File: config.mk
export PLATFORM = sky130hd
export DESIGN_NAME = pov_column_sequencer
export DESIGN_NICKNAME = d
export VERILOG_FILES = /design/src/rtl/pov_pkg.sv /design/src/rtl/hall_sync_edge.sv /design/src/rtl/pov_column_sequencer.sv
export SDC_FILE = /design/constraint.sdc
export NUM_CORES = 1
export LEC_CHECK = 0
export CORE_MARGIN = 5
export CORE_UTILIZATION = 64
export DETAILED_ROUTE_END_ITERATION = 12
export DONT_BUFFER_PORTS = 1
export GPL_ROUTABILITY_DRIVEN = 0
export GPL_TIMING_DRIVEN = 0
export PLACE_DENSITY = 0.89
export SLEW_MARGIN = 30
export SYNTH_ARGS = -nofsm -noshare
export SYNTH_HDL_FRONTEND = slang
export SYNTH_SLANG_ARGS = --single-unit
File: constraint.sdc
create_clock -name clk -period 4 [get_ports clk]
set_input_delay 0.8 -clock clk [delete_from_list [all_inputs] [get_ports clk]]
set_output_delay 0.8 -clock clk [all_outputs]
set_load 0.01 [all_outputs]
File: src/rtl/pov_pkg.sv
// Shared definitions for the POV column sequencer: ROM geometry,
// default column/frame split and the sequencer state encoding.
package pov_pkg;

   localparam int ROM_AWIDTH     = 11;
   localparam int ROM_DWIDTH     = 16;
   localparam int COL_BITS_DEF   = 7;
   localparam int FRAME_BITS_DEF = 4;

   typedef enum logic [1:0] {
      IDLE = 2'd0,
      SYNC = 2'd1,
      RUN  = 2'd2
   } state_t;

endpackage

File: src/rtl/hall_sync_edge.sv
// Hall index conditioning: two-flop synchronizer followed by a
// rising-edge detector that yields a single-cycle pulse.
module hall_sync_edge (
   input  logic clk,
   input  logic rst_n,
   input  logic async_in,
   output logic pulse
);

   logic [2:0] sync_q;
   logic [2:0] sync_d;

   // Shift the raw input through the synchronizer and one history stage.
   always_comb begin
      sync_d = {sync_q[1:0], async_in};
   end

   // Synchronizer and history flops.
   always_ff @(posedge clk) begin
      if (!rst_n) begin
         sync_q <= '0;
      end else begin
         sync_q <= sync_d;
      end
   end

   assign pulse = sync_q[1] & ~sync_q[2];

endmodule

File: src/rtl/pov_column_sequencer.sv
// POV column sequencer: measures the revolution period from the hall
// index and issues one ROM read per column slot at address {frame, col}.
// Build option POV_MIRROR_EN reverses the column field of the address.
module pov_column_sequencer
   import pov_pkg::*;
#(
   parameter int COL_BITS    = COL_BITS_DEF,
   parameter int FRAME_BITS  = FRAME_BITS_DEF,
   parameter int PER_W       = 24,
   parameter int MIN_COL_PER = 4
) (
   input  logic                  clk,
   input  logic                  rst_n,
   input  logic                  hall_in,
   input  logic [FRAME_BITS-1:0] frame_sel,
   output logic                  leer_rom,
   output logic [ROM_AWIDTH-1:0] dir_rom,
   output logic                  col_valid,
   output logic                  running
);

   localparam logic [PER_W-1:0] PER_MAX = '1;
   localparam logic [PER_W-1:0] PER_ONE = PER_W'(1);
   localparam logic [PER_W-1:0] MIN_CP  = PER_W'(MIN_COL_PER);
   localparam logic [COL_BITS:0] COL_ONE = (COL_BITS + 1)'(1);

   logic                  idx;
   state_t                state_q, state_d;
   logic [PER_W-1:0]      per_cnt_q, per_cnt_d;
   logic [PER_W-1:0]      period_q, period_d;
   logic [PER_W-1:0]      col_tmr_q, col_tmr_d;
   logic [COL_BITS:0]     col_q, col_d;
   logic [FRAME_BITS-1:0] frame_q, frame_d;
   logic                  leer_q, leer_d;
   logic [ROM_AWIDTH-1:0] dir_q, dir_d;
   logic                  col_valid_q, col_valid_d;
   logic                  running_q, running_d;

   logic [PER_W-1:0]      per_inc;
   logic [PER_W-1:0]      col_per;
   logic [PER_W-1:0]      new_col_per;
   logic                  per_sat;

   // Map a column index to the address column field (reversed when mirrored).
   function automatic logic [COL_BITS-1:0] col_map(input logic [COL_BITS-1:0] c);
`ifdef POV_MIRROR_EN
      return ~c;
`else
      return c;
`endif
   endfunction

   hall_sync_edge u_hall (
      .clk     (clk),
      .rst_n   (rst_n),
      .async_in(hall_in),
      .pulse   (idx)
   );

   assign per_inc     = per_cnt_q + PER_ONE;
   assign per_sat     = (per_cnt_q == PER_MAX);
   assign col_per     = period_q >> COL_BITS;
   assign new_col_per = per_inc >> COL_BITS;

   // Next-state logic: period measurement, lock decision and column pacing.
   always_comb begin
      state_d   = state_q;
      per_cnt_d = per_sat ? per_cnt_q : per_inc;
      period_d  = period_q;
      col_tmr_d = col_tmr_q;
      col_d     = col_q;
      frame_d   = frame_q;
      leer_d    = 1'b0;
      dir_d     = dir_q;

      if (idx) begin
         per_cnt_d = '0;
         period_d  = per_inc;
         frame_d   = frame_sel;
      end

      case (state_q)
         IDLE: begin
            if (idx) begin
               state_d = SYNC;
            end
         end
         SYNC, RUN: begin
            if (idx) begin
               // Restart at column 0 on every index, or drop lock if too fast.
               if (new_col_per >= MIN_CP) begin
                  state_d   = RUN;
                  leer_d    = 1'b1;
                  dir_d     = {frame_sel, col_map('0)};
                  col_d     = COL_ONE;
                  col_tmr_d = '0;
               end else begin
                  state_d = SYNC;
               end
            end else if (state_q == RUN && !col_q[COL_BITS]) begin
               if (col_tmr_q == col_per - PER_ONE) begin
                  leer_d    = 1'b1;
                  dir_d     = {frame_q, col_map(col_q[COL_BITS-1:0])};
                  col_d     = col_q + COL_ONE;
                  col_tmr_d = '0;
               end else begin
                  col_tmr_d = col_tmr_q + PER_ONE;
               end
            end
         end
         default: state_d = IDLE;
      endcase

      // A stalled rotor drops everything back to IDLE.
      if (per_sat && !idx) begin
         state_d = IDLE;
         leer_d  = 1'b0;
      end

      col_valid_d = leer_q;
      running_d   = (state_d == RUN);
   end

   // State and output registers.
   always_ff @(posedge clk) begin
      if (!rst_n) begin
         state_q     <= IDLE;
         per_cnt_q   <= '0;
         period_q    <= '0;
         col_tmr_q   <= '0;
         col_q       <= '0;
         frame_q     <= '0;
         leer_q      <= 1'b0;
         dir_q       <= '0;
         col_valid_q <= 1'b0;
         running_q   <= 1'b0;
      end else begin
         state_q     <= state_d;
         per_cnt_q   <= per_cnt_d;
         period_q    <= period_d;
         col_tmr_q   <= col_tmr_d;
         col_q       <= col_d;
         frame_q     <= frame_d;
         leer_q      <= leer_d;
         dir_q       <= dir_d;
         col_valid_q <= col_valid_d;
         running_q   <= running_d;
      end
   end

   assign leer_rom  = leer_q;
   assign dir_rom   = dir_q;
   assign col_valid = col_valid_q;
   assign running   = running_q;

endmodule
; Yosys cells after proc, flatten, opt, wreduce, memory -nomap -nowiden
; Index checks and enable logic that the tools add are counted.
[op_classes]
n_addsub = 4
n_lt_le_gt_ge = 1
eq_ne = 6
mux = 21
n_bitwise = 4
n_reduce_logical = 12
[op_table]
columns = cell, count
row1 = $mux W24, 4
row2 = $add A24 B1 Y24 const B, 2
row3 = $mux W11, 4
row4 = $mux W8, 4
row5 = $eq A24 B24 Y1, 1
row6 = $eq A24 B24 Y1 const B, 1
row7 = $sub A17 B1 Y18 const B, 1
row8 = $ge A17 B3 Y1 const B, 1
row9 = $add A8 B1 Y8 const B, 1
row10 = $mux W2, 4
row11 = $eq A2 B2 Y1 const B, 2
row12 = $mux W1, 4
row13 = $pmux W2 S2, 1
row14 = $reduce_and A4 Y1, 1
row15 = $reduce_bool A2 Y1, 2
row16 = $reduce_or A2 Y1, 2
row17 = $not A1 Y1, 3
row18 = $reduce_and A3 Y1, 1
row19 = $reduce_or A3 Y1, 1
row20 = $eq A2 B1 Y1 const B, 1
row21 = $logic_and A1 B1 Y1, 2
row22 = $logic_not A1 Y1, 2
row23 = $logic_not A2 Y1, 1
row24 = $ne A2 B1 Y1 const B, 1
row25 = $and A1 B1 Y1, 1
[word_totals]
register_bits = 103
in_bits = 7
output_inout_bits = 14
wordCells = 59

; Depth between registers and ports, before layout
[logic_depth]
word_depth = 7
ltp_mapped = 11
depth_no_buf = 10

; By module
; A second synthesis with hierarchy kept.
[hier_totals]
hier_cells = 603
area_unflattened_um2 = 5078.6
[by_module_without_submodules]
columns = module, n_inst, cells_per_inst, area_per_inst_um2, seq_area_each_um2
row1 = pov_column_sequencer, 1, 596, 4986.0, 1861.8
row2 = hall_sync_edge, 1, 7, 92.6, 60.1

; Least setup slack after synthesis
; OpenSTA, ideal clock, no wires.
[synth_timing]
path_kind = register -> register
startpoint = reg period_q[7]
endpoint = reg col_q[4]
arrival_time_ps = 3085
required_ps = 3929
slack_ps = 844
stages_incl_launch_ff = 12
path_buffers = 1
cell_sequence = dfxtp_1 inv_1 ha_1 nor4b_4 nand4_1 xnor2_1 or3_1 or3_1 o41a_1 buf_6 or4_1 a21oi_1
[synth_between]
elab_chain_len = 4
[synth_lines]
columns = element, line_no
row1 = start: declaration, pov_column_sequencer.sv:30  ; logic [PER_W-1:0] period_q, period_d;
row2 = start signal: assignment, pov_column_sequencer.sv:140  ; period_q <= period_d;
row3 = $sub A17 B1 Y18, pov_column_sequencer.sv:101  ; if (col_tmr_q == col_per - PER_ONE) begin
row4 = $eq A24 B24 Y1, pov_column_sequencer.sv:101
row5 = $reduce_bool A2 Y1 (no line), -
row6 = $reduce_and A4 Y1 (no line), -
row7 = end signal: assignment, pov_column_sequencer.sv:142  ; col_q <= col_d;
row8 = end: declaration, pov_column_sequencer.sv:32  ; logic [COL_BITS:0] col_q, col_d;
; Every way passes these cells.
; A chain may end at the register's enable or synchronous reset.

; Worst setup path in the final report
[layout_timing]
startpoint = reg period_q[7]
endpoint = reg dir_q[3] (netlist: dir_rom[3])
[layout_between]
elab_chain_len = 4
[layout_lines]
columns = element, line_no
row1 = $sub A17 B1 Y18, pov_column_sequencer.sv:101
row2 = $eq A24 B24 Y1, pov_column_sequencer.sv:101
row3 = $reduce_bool A2 Y1 (no line), -
row4 = $reduce_and A4 Y1 (no line), -
row5 = end signal: assignment, pov_column_sequencer.sv:145  ; dir_q <= dir_d;
row6 = end: declaration, pov_column_sequencer.sv:35  ; logic [ROM_AWIDTH-1:0] dir_q, dir_d;
; Every way passes these cells.

==> results.md <==
- Mean Syn Cell Area: 8.60 µm²
- Post-synth ARST share: 0%
- Hold Path Sink: u_hall.sync_q[1]$_SDFF_PN0_
- Root buf cell: clkbuf_8
- # setup viols final: 0
- Adder-Cell Fraction of Synth Area: 1.77%
- Remaining global-route overflow: 0
- Warnings from Yosys: 0
- Vias per inst: 6.31
- Min-delay worst type: reg2reg
- Synth Area in Simple Gates: 26.2%
- Max-cap viol count: 0
- Die width: 98.0 µm
- Tcrit/Tclk final: 91.8%
- Switching power share of the total: 23.7%
- Share of cells above drive strength 1: 6.26%
- HP Start: u_hall.sync_q[0]$_SDFF_PN0_
- Antenna violations before repair: 0
- Startpoint Class: register
- Worst Skew: 0.00659 ns
- Critical path endpoint category: register
- Clk buf depth: 2
- Worst Path Max Fanout: 10
- Top-area cell type share of the netlist area: 38.8%
- DRC viols: 0
- I/O Buffers: 0
- Top post-synthesis cells by area: dfxtp_1, xnor2_1, xor2_1, nand2_1, nor2_1
- Layout fillers: 580
- Largest family of logic cells by synthesized area: simple AND/OR/NAND/NOR gates
- Ant. Diodes: 0
- Max Clk Rate: 272 MHz
- Post-synth EDFFs: 0
- TritonCTS clock tree: built
- Clk pwr share: 35.2%
- Number of global-route vias before repair: 4159
- First-pass GRT wire length: 19600 µm
- Number of cells on the worst reg-to-reg path: 10
- Flop-to-flop setup slack: 0.33 ns
- Compound-cell area share of the yosys netlist: 14.5%
- Routed Wire Length: 11700 µm
- Post-detail-place hpwl: 8610 µm
- Clk Latency, worst-skew pair: 0.36 ns
- Vias after detailed routing: 4371
- Synth Flop Type: dfxtp_1
- Total Routing Usage GR: 24.6%
- Die area: 0.00960 mm²
- FF-to-FF Start: period_q[7]$_SDFFE_PN0P_
- Mux contribution to synthesized area: 1.46%
- Slew HR: 48.3%
- Clock Sinks: 96
- Count of final hold-check violations: 0
- Arr. time, crit path: 3.93 ns
- H-tree depth: 3
- Area delta synth->final: 6.06%
- Clock-pin slew on the worst setup and hold paths: 0.09 ns
- Flops & latches, synth: 96
- Gate power share: 3.4%
- Net switching power: 0.373 mW
- Leading area contributor after synthesis: dfxtp_1
- Nets: 601
- Synthesized instance count: 576
- Post-Synth XOR/XNOR Area: 13.0%
- Post-route cell area: 0.00526 mm²
- Worst r2r dst: dir_rom[3]$_SDFFE_PN0P_
- Largest net degree at the start of global routing: 16
- Placed cell areas: 0.00509 mm²
- Setup CP Type: reg2reg
- Internal power: 1.20 mW
- Syn nets: 590
- Status: complete, no violations
- Worst Tran Pin Value: 0.769 ns
- Count leader, synth: dfxtp_1
- Starting density of the core: 64.8%
- Critical Path RT: 4.25 ns
- Sequential cell area fraction in the yosys report: 38.8%
- Ports: 21
- Placeable Area: 0.00765 mm²
- WL/cell: 16.9 µm
- Num CTS Buffers: 9
- Pwr Density: 299 mW/mm²
- DRT iter0 DRCs: 351
- Library cells used by synthesis: 63
- Synth top cells by count: dfxtp_1, nand2_1, xnor2_1
- Leak: 1.78 nW
- VDD IR max: 0.208 mV
- Flop pwr share: 61.4%
- Vert. Die Dim: 98.0 µm
- Synth Cell Area: 0.00495 mm²
- Hold Path Depth: 1
- Final Max Tran Viols: 0
- Final Critical Period: 3.67 ns
- Row Count: 32
- ANT nets after route: 0
- DR pass1 iterations: 5
- TNS Setup: 0 ns
- RSZ-0062 raised after global routing: false
==> cells in the final DEF (no fill, tap or decap), drive strengths merged, types with 4 or more instances in the layout <==
master	count
ha	7
nor4	21
and3	5
a21oi	30
nand3	21
inv	20
a22o	9
nand4	21
a31oi	5
xnor2	49
nor2	45
nand2	49
mux2i	5
o21ai	20
dfxtp	96
xor2	22
or4	5
o22a	4
or3	5
a21boi	4
and2	8
nor4b	5
nor3	28
clkbuf	33
nand2b	5
and4	4
buf	7
o22ai	7
==> final cells by class <==
type,instances,area (µm²),area share (%)
buffer,29,136,2.60
inverter,19,71.3,1.36
clock buffer,11,131,2.50
multi-input combinational,432,2840,54.0
sequential,96,1920,36.6
tap,102,128,2.43
clock inverter,4,30.0,0.571
==> sequential cells by signal, summed over array words and instances, names as in the netlist <==
register	cells
col_tmr_q	24
per_cnt_q	24
period_q	17
state_q	2
frame_q	4
running	1
col_q	8
col_valid	1
dir_rom	11
leer_rom	1
u_hall.sync_q	3
==> how the worst max path moves through the flow <==
| stage | start | to | slack [ns] |
|---|---|---|---|
| final | period_q[7]$_SDFFE_PN0P_ | dir_rom[3]$_SDFFE_PN0P_ | 0.33 |
| after global routing | period_q[7]$_SDFFE_PN0P_ | dir_rom[3]$_SDFFE_PN0P_ | 0.05 |
| after CTS | per_cnt_q[0]$_SDFFE_PP0P_ | dir_rom[3]$_SDFFE_PN0P_ | 0.31 |
| after detailed placement | per_cnt_q[0]$_SDFFE_PP0P_ | dir_rom[3]$_SDFFE_PN0P_ | 0.31 |
| after global placement | per_cnt_q[0]$_SDFFE_PP0P_ | col_tmr_q[10]$_SDFFE_PN0P_ | 0.34 |
| after floorplan | period_q[7]$_SDFFE_PN0P_ | col_q[4]$_SDFFE_PN0P_ | 0.84 |
==> timing repair <==
action | 4_1_cts | 5_1_grt
hold buffers | 0 | 0
buffers inserted | 0 | 0
endpoints found under the setup margin | 0 | 10
resized for setup | 0 | 1
==> routing by layer <==
layer,wire [µm],track usage (%),vias to the layer above
li1,-,-,2109
met1,4950,31.0,2059
met2,5850,42.7,171
met3,688,4.29,32
met4,255,8.20,0
met5,0,0,-
==> power groups by stage <==
stage	sequential (mW)	clock, mW	combinational [mW]
after floorplan	0.987	0	0.0370
after global placement	0.988	0	0.0483
after detailed placement	0.988	0	0.0515
after CTS	0.966	0.563	0.0519
after global routing	0.967	0.599	0.0588
final	0.966	0.554	0.0528
==> stage by stage <==
stage / std cells / total power [mW] / utilization, % / worst slack, ns / hold slack, ns
floorplan: 576 / 1.02 / - / 0.844 / 0.412
CTS: 693 / 1.58 / 68.7 / 0.309 / 0.457
detailed placement: 678 / 1.04 / 66.5 / 0.312 / 0.433
global placement: 678 / 1.04 / 66.5 / 0.341 / 0.420
finish: 693 / 1.57 / 68.7 / 0.326 / 0.455
global route: 693 / 1.62 / 68.7 / 0.0549 / 0.476
==> critical path, stage by stage, from the launching register on <==
cell and delay [ns]:
dfxtp_1 0.37, inv_1 0.11, ha_1 0.31, nor4b_4 0.45, nand4_1 0.21, xnor2_1 0.19
or3_1 0.34, or3_1 0.36, o41ai_1 0.62, a21oi_2 0.29, a22o_1 0.31
==> kinds of logic (layout without fill, tap and decap cells) <==
family / count (synthesis) / in the layout
muxes: 7 / 7
AOI/OAI and AO/OA: 108 / 108
and+or+nand+nor: 238 / 238
buffers and inverters: 48 / 63
DFF: 96 / 96
xor gates and xnor gates: 72 / 72
adders and majority gates: 7 / 7
Power figures use the tool's default switching activity.
